`config.mk`:
```
export PLATFORM = sky130hd
export DESIGN_NAME = round_key_xor_stream
export DESIGN_NICKNAME = d
export VERILOG_FILES = /design/src/rtl/round_key_xor_stream_pkg.sv /design/src/rtl/round_key_store.sv /design/src/rtl/round_key_xor_stream.sv
export SDC_FILE = /design/constraint.sdc
export NUM_CORES = 1
export LEC_CHECK = 0
export ABC_AREA = 1
export BUFFER_PORTS_ARGS = -buffer_cell sky130_fd_sc_hd__buf_2
export CORE_UTILIZATION = 50
export CTS_BUF_LIST = sky130_fd_sc_hd__clkbuf_4
export DETAILED_ROUTE_END_ITERATION = 7
export PLACE_DENSITY = 0.65
export SLEW_MARGIN = 25
export SYNTH_ARGS = -nofsm -noshare
export SYNTH_HDL_FRONTEND = slang
export SYNTH_HIERARCHICAL = 1
export SYNTH_SLANG_ARGS = --single-unit
```
`constraint.sdc`:
```
create_clock -name clk -period 3.1 [get_ports clk]
set_input_delay 0.155 -clock clk [delete_from_list [all_inputs] [get_ports clk]]
set_output_delay 0.155 -clock clk [all_outputs]
set_load 0.01 [all_outputs]
```
`src/rtl/round_key_xor_stream_pkg.sv`:
```
// Shared AES definitions for the round-key XOR stream: byte/word types,
// standard key-schedule sizes and the key-store word-address helper.
package round_key_xor_stream_pkg;

   typedef logic [7:0]  aes_byte_t;
   typedef logic [31:0] aes_word_t;

   // State width in 32-bit columns for every AES variant
   localparam int NB_DEFAULT = 4;

   // Last round index for each AES key size
   localparam int NR_AES128 = 10;
   localparam int NR_AES192 = 12;
   localparam int NR_AES256 = 14;

   // Round keys are stored round-major: one NB-word block per round
   function automatic int unsigned word_addr(input int unsigned round,
                                             input int unsigned col,
                                             input int unsigned nb);
      return round * nb + col;
   endfunction

endpackage

```
`src/rtl/round_key_store.sv`:
```
// Round-key store: (NR+1)*NB words of 32 bits, one write port and CPB
// combinational read ports. A read of a word written in the same cycle
// returns the old contents; the new word is visible from the next cycle.
// Writes beyond the last round key are dropped; such reads return zero.
module round_key_store
   import round_key_xor_stream_pkg::*;
#(
   parameter int NB  = NB_DEFAULT,
   parameter int CPB = 1,
   parameter int NR  = NR_AES128,
   parameter int KA  = $clog2((NR + 1) * NB)
) (
   input  logic                   clk,
   input  logic                   wr_en,
   input  logic [KA-1:0]          wr_addr,
   input  aes_word_t              wr_data,
   input  logic [CPB-1:0][KA-1:0] rd_addr,
   output aes_word_t [CPB-1:0]    rd_data
);

   localparam int unsigned DEPTH = (NR + 1) * NB;

   aes_word_t mem [DEPTH];

   // Key word write; out-of-range addresses are ignored
   // NOTE: the key array has no reset -- it is always loaded before use, and
   // leaving it unreset lets synthesis map it onto plain flops or LUT RAM.
   always_ff @(posedge clk) begin
      if (wr_en && (32'(wr_addr) < DEPTH)) begin
         mem[wr_addr] <= wr_data;
      end
   end

   // One asynchronous read per lane of the beat
   // NOTE: assigning the whole output a default before the loop keeps every
   // bit driven on every path, so no latch is inferred.
   always_comb begin
      rd_data = '0;
      for (int j = 0; j < CPB; j++) begin
         if (32'(rd_addr[j]) < DEPTH) begin
            rd_data[j] = mem[rd_addr[j]];
         end
      end
   end

endmodule

```
`src/rtl/round_key_xor_stream.sv`:
```
// Column-serial AddRoundKey stage with valid/ready handshake.
// Each AES state arrives as NB/CPB beats of CPB columns (lowest column in the
// MSBs). The round index is taken on the first beat of a state and held for
// the rest; the beat is XORed with that round's key columns and registered.
// Rounds above NR pass the data through unchanged and flag out_err.
// Optional feature macro: ROUND_KEY_XOR_PARITY_EN adds per-byte even parity
// (in_par checked against in_data, out_par generated from out_data).
module round_key_xor_stream
   import round_key_xor_stream_pkg::*;
#(
   parameter  int NB    = NB_DEFAULT,
   parameter  int CPB   = 1,
   parameter  int NR    = NR_AES128,
   localparam int W     = 32 * CPB,
   localparam int BEATS = NB / CPB,
   localparam int KA    = $clog2((NR + 1) * NB),
   localparam int RW    = $clog2(NR + 1)
) (
   input  logic          clk,
   input  logic          rst,
   input  logic          key_wr_en,
   input  logic [KA-1:0] key_wr_addr,
   input  aes_word_t     key_wr_data,
   input  logic          in_valid,
   output logic          in_ready,
   input  logic [W-1:0]  in_data,
   input  logic [RW-1:0] in_round,
   output logic          out_valid,
   input  logic          out_ready,
   output logic [W-1:0]  out_data,
   output logic          out_last,
   output logic          out_err
`ifdef ROUND_KEY_XOR_PARITY_EN
   ,
   input  logic [4*CPB-1:0] in_par,
   output logic [4*CPB-1:0] out_par
`endif
);

   localparam int            CW       = (BEATS > 1) ? $clog2(BEATS) : 1;
   localparam logic [RW-1:0] NR_IDX   = RW'(NR);
   localparam logic [CW-1:0] LAST_IDX = CW'(BEATS - 1);

   logic [CW-1:0]          beat_q;
   logic [RW-1:0]          round_q;
   logic                   accept;
   logic [RW-1:0]          cur_round;
   logic                   round_bad;
   logic                   par_err;
   logic [CPB-1:0][KA-1:0] rd_addr;
   aes_word_t [CPB-1:0]    key_word;
   logic [W-1:0]           xor_data;

   // Single output register: a new beat can enter whenever the slot drains
   assign in_ready  = !out_valid || out_ready;
   assign accept    = in_valid && in_ready;

   // First beat of a state uses in_round directly; later beats use the latch
   assign cur_round = (beat_q == '0) ? in_round : round_q;
   assign round_bad = cur_round > NR_IDX;

   round_key_store #(
      .NB  (NB),
      .CPB (CPB),
      .NR  (NR),
      .KA  (KA)
   ) u_store (
      .clk     (clk),
      .wr_en   (key_wr_en),
      .wr_addr (key_wr_addr),
      .wr_data (key_wr_data),
      .rd_addr (rd_addr),
      .rd_data (key_word)
   );

   // Key addresses and XOR lanes for the beat currently offered
   always_comb begin
      rd_addr  = '0;
      xor_data = '0;
      for (int j = 0; j < CPB; j++) begin
         rd_addr[j] = KA'(word_addr(32'(cur_round), 32'(beat_q) * CPB + j, NB));
         xor_data[W-1-32*j -: 32] = in_data[W-1-32*j -: 32]
                                  ^ (round_bad ? 32'h0 : key_word[j]);
      end
   end

`ifdef ROUND_KEY_XOR_PARITY_EN
   logic [4*CPB-1:0] in_par_calc;
   logic [4*CPB-1:0] out_par_d;

   // Per-byte even parity of the incoming and outgoing beat
   always_comb begin
      in_par_calc = '0;
      out_par_d   = '0;
      for (int i = 0; i < 4 * CPB; i++) begin
         in_par_calc[i] = ^in_data[8*i +: 8];
         out_par_d[i]   = ^xor_data[8*i +: 8];
      end
   end

   assign par_err = (in_par_calc != in_par);

   // Parity is registered alongside out_data
   always_ff @(posedge clk) begin
      if (rst) begin
         out_par <= '0;
      end else if (accept) begin
         out_par <= out_par_d;
      end
   end
`else
   assign par_err = 1'b0;
`endif

   // Output register, beat counter and round latch
   // NOTE: non-blocking assignments here so every flop samples pre-edge values
   // and the order of statements inside the block does not matter.
   always_ff @(posedge clk) begin
      if (rst) begin
         out_valid <= 1'b0;
         out_data  <= '0;
         out_last  <= 1'b0;
         out_err   <= 1'b0;
         beat_q    <= '0;
         round_q   <= '0;
      end else if (accept) begin
         out_valid <= 1'b1;
         out_data  <= xor_data;
         out_last  <= (beat_q == LAST_IDX);
         out_err   <= round_bad || par_err;
         beat_q    <= (beat_q == LAST_IDX) ? '0 : beat_q + 1'b1;
         if (beat_q == '0) begin
            round_q <= in_round;
         end
      end else if (out_ready) begin
         out_valid <= 1'b0;
      end
   end

endmodule

```
* Yosys cells after proc, flatten, opt, wreduce, memory -nomap -nowiden
Memories as Yosys holds them, arrays and structs flattened.
Cells that the tools add are included.
** Storage, ports and cells
- Register bits after elaboration :: 41
- Bits in writable memories :: 1408
- Bits of input ports :: 79
- Logic and storage cells :: 28
- Memories kept :: 1
** Cells by class
- Add/sub/neg operators :: 2
- Magnitude comparators :: 3
- Eq/ne operators :: 1
- Mux-type cells :: 8
- Bitwise operators :: 1
- Reductions and logical operators :: 6
** Memories
- u_store.mem :: words 44, bits a word 32, rd ports 1, clocked after Yosys merged registers in 0, wr ports 1, RTL line round_key_store.sv:23 : aes_word_t mem [DEPTH];
** Operators by type and width (count)
- 32-bit two-way mux :: 2
- 32-bit bitwise XOR :: 1
- 6-bit less-than comparator (second input constant) :: 2
- 6-bit by 2-bit adder with 6-bit output :: 1
- 4-bit greater-than comparator (second input constant) :: 1
- 1-bit two-way mux :: 4
- 4-bit two-way mux :: 1
- 2-bit by 1-bit adder with 2-bit output (second input constant) :: 1
- 2-bit equality test (second input constant) :: 1
- 1-bit logical AND :: 2
- 2-bit logical NOT :: 1
- 2-bit two-way mux :: 1
- 2-bit nonzero test :: 1
- 1-bit logical NOT :: 1
- 1-bit logical OR :: 1

* Depth between registers and ports, before layout
- Depth in word-level cells :: 7
- Depth in mapped cells :: 19

* Cells and area by module
Netlist, hierarchy kept.
** By module, submodules not included
- round_key_store :: times used 1, cells an instance 4584, area each 56596.8 um2, sequential area each 42280.6 um2
- round_key_xor_stream :: times used 1, cells an instance 328, area each 2179.6 um2, sequential area each 820.8 um2

* Worst setup path before layout
Ideal clock, no wire load.
- Path kind :: input -> register
- Start :: in key_wr_addr[5]
- End :: mem u_store/mem[0][0] (netlist bit), enable pin
- Library setup time :: 421 ps
- Data arrival time :: 2516 ps
- Data required time :: 2679 ps
- Slack :: 163 ps
- Stages :: 7
- Buffers on the path :: 0
- Cell sequence :: inv_1 nor3_1 inv_1 o21ai_0 a21oi_1 nand4_1 nor2_1
** Between the ends
- Word-level cells in the longest chain between the ends :: 4
** Ends and longest elaborated chain
- from (decl) :: RTL line round_key_xor_stream.sv:22 : input logic [KA-1:0] key_wr_addr,
- 6-bit less-than comparator :: RTL line round_key_store.sv:29 : if (wr_en && (32'(wr_addr) < DEPTH)) begin
- 1-bit logical AND :: RTL line round_key_store.sv:29
- 1-bit two-way mux :: RTL line round_key_store.sv:29
- 1-bit two-way mux (implied by the code) :: RTL line round_key_store.sv:30 : mem[wr_addr] <= wr_data;
- to (decl) :: RTL line round_key_store.sv:23
Parallel ways exist; a longest one is shown, timed or not.

==> metrics.txt <==
Slew @ Worst Pin=0.984 ns; routability cong.=0.867; Crit path max-delay family=buffers and inverters; violated checks=negative hold slack; setup bufs post-CTS=0; pre-CTS setup slack=0.00308 ns; RR Startpoint=beat_q[0]$_SDFFE_PP0P_; Clock Latency Late Sink=1.28 ns; grt total ovfl=0; PwrDens=631 nW/um^2; Final Hold Fails=3; largest net degree at the start of global routing=157; num rows=125; WHS=-0.00999 ns; syn nets=4993; top_reg_cell synth=edfxtp_1; worst setup path startpoint=beat_q[0]$_SDFFE_PP0P_; cts bufs inserted=382; reg-to-reg endpoint=out_data[10]$_SDFFE_PP0P_; placed cell count=6466; CTS root buf=clkbuf_4; Startpoint Class=register; clock slew at reported path FFs=0.06 ns; CTS tree=yes; Via density=5.73; r2r setup slk=0.10 ns; post-synthesis sequential area ratio=73.3%; Max Transition Viols Final=0; Lkg Pwr=24.7 nW; Gate Count Post-Synth=4912; Max-Cap Viols=0; Layout area overhead=16.7%; Critical Path AT=4.13 ns; Clock Sinks=1449; final worst slack=0.101 ns; RSZ-0062 raised after global routing=yes; Finished Layout Cells=7251; layout cells sized above 1=18.2%; vias in the first global route=39900; top-count cell post-synth=edfxtp_1; maximum VDD drop=0.352 mV; Post-synth top cells=edfxtp_1 (1408), nor2_1 (884), nand2_1 (743); Crit path top cell by count=nand2_1; Die W=345 um; Die ar.=119000 um^2; CTS HTree Levels=5; Synth Cell Area=58800 um^2; Wirelength per Cell=23.9 um; Detailed Routing Iterations Pass 1=6; clk_skew=0.136 ns; drt drc=0; I/O pin total=115; fin crit period=3.00 ns; Hold Path Origin=key_wr_data[21]; post-synth top area share=71.9%; Crit Path Class=reg -> reg; Tightest Hold Check Type=in -> reg; status=finished, violations left; number of fillers in the final layout=9389; GRT Total Usage=28.9%; Async SR Flop Fraction=0%; CP required=4.23 ns; worst-case reg-to-reg path depth=18; top cell type by total area after synthesis=edfxtp_1; Routed Antenna Nets=0; critical path's largest stage delay=0.55 ns; Layout Nets=5534; worst setup path end=out_data[10]$_SDFFE_PP0P_; crit-path max FO=12; CORE AREA=116000 um^2; initial antenna violation count=13; first-pass GRT wire length=253 mm; I/O Buffers=114; Worst path slowest cell=dlygate4sd3_1; Critical Path, Cell by Cell=inv_1 > ha_4 > inv_2 > nand2_1 > nand2_4 > inv_4 > nand2_1 > inv_1 > buf_4 > a21oi_1 > nand2_1 > nand3_1 > buf_4 > nand2_1 > a21oi_2 > dlygate4sd3_1 > nor2_1 > nor2_1; number of synthesized register bits=1449; DR iter-0 viols=4410; Slew HR=34.4%; share of the clock period used by the worst path=96.7%; largest cells by area after synthesis=edfxtp_1 (72%), nor2_1 (5.6%), o21ai_0 (4.9%); DR vias=41600; total power=43.3 mW; detailed placer's ending HPWL=98.9 mm; chip height=345 um; CTS max path bufs=4; Setup crit end kind=register; WP depth=18; Fmax=333 MHz; Post-synth EDFFs=1408; Initial Util=50.5%; setup violators final=0; drt total wl=173 mm; synth unique cells=26; syn_area_per_cell=12.0 um^2; CP Buf/Inv Count=7; Synth Warn #=6; utilization after layout=58.9%
[worst min-delay path by stage]
stage                     slack (ns)  cells after the start                             to
after floorplan                 0.22                      1         out_valid$_SDFFE_PP0P_
after global placement          0.45                      4         out_valid$_SDFFE_PP0P_
after detailed placement        0.46                      2        round_q[3]$_SDFFE_PP0P_
after CTS                       0.05                      2  u_store/mem[26][20]$_DFFE_PP_
after global routing           0.005                      2  u_store/mem[26][21]$_DFFE_PP_
final                          -0.01                      2  u_store/mem[26][21]$_DFFE_PP_
[state kept, by name (all words and copies together), names as in the netlist]
register     cells
out_last         1
out_valid        1
u_store/mem   1408
round_q          4
out_data        32
beat_q           2
out_err          1
[per-stage QoR]
stage          area (um^2)   TNS, ns
6_report             68600         0
5_1_grt              68600   -0.0248
4_1_cts              68400         0
3_5_place_dp         62500         0
3_3_place_gp         62500  -0.00183
2_1_floorplan        58800         0
[per-layer routing]
metal	part of all wire [%]	vias up	GRT usage, %
met3	9.1	457	5.33
met1	39	20100	38.9
li1	-	18800	-
met5	0.022	-	0
met4	4.5	6	14.1
met2	47	2199	45.5
[where the power goes]
| part | switching [mW] | total, mW | internal [mW] |
|---|---|---|---|
| sequential | 0.0816 | 21.7 | 21.6 |
| combinational | 3.72 | 5.36 | 1.64 |
| clock | 7.53 | 16.2 | 8.68 |
[area by class of cell]
| cell class | instances | area [um^2] | share of cell area (%) |
|---|---|---|---|
| diodes | 14 | 35.0 | 0.0511 |
| clock buffers | 565 | 4240 | 6.19 |
| clock inverters | 79 | 465 | 0.679 |
| inverters | 162 | 628 | 0.916 |
| multi-input cells | 2991 | 13800 | 20.2 |
| flip-flops and latches | 1449 | 43100 | 62.9 |
| well taps | 1524 | 1910 | 2.78 |
| repair buffers | 467 | 4370 | 6.37 |
[placed cells by master (no fill, tap or decap), drive strengths merged]
| cell | n |
|---|---|
| a211oi | 1 |
| edfxtp | 1408 |
| a21oi | 119 |
| clkinvlp | 6 |
| a31oi | 2 |
| dfxtp | 41 |
| nand2 | 743 |
| nand4 | 8 |
| or2 | 37 |
| clkinv | 66 |
| clkbuf | 567 |
| o221ai | 26 |
| bufinv | 5 |
| diode | 14 |
| o22ai | 33 |
| o21ai | 601 |
| nor3 | 1 |
| nor2 | 884 |
| o211ai | 96 |
| inv | 164 |
| dlygate4sd3 | 125 |
| nand3 | 438 |
| ha | 2 |
| buf | 340 |
[what timing repair did]
item	in CTS	in global routing
setup endpoints to repair	0	4
resized for setup	0	12
hold endpoints to repair	2842	0
hold buffers	125	0
[cells by family after synthesis]
kind of cell	synth area share (%)
compound gates	8.25
fa+ha+maj	0.0426
simple gates	14.6
buf+inv	3.77
flops	73.3
(Power assumes the default switching activity.)
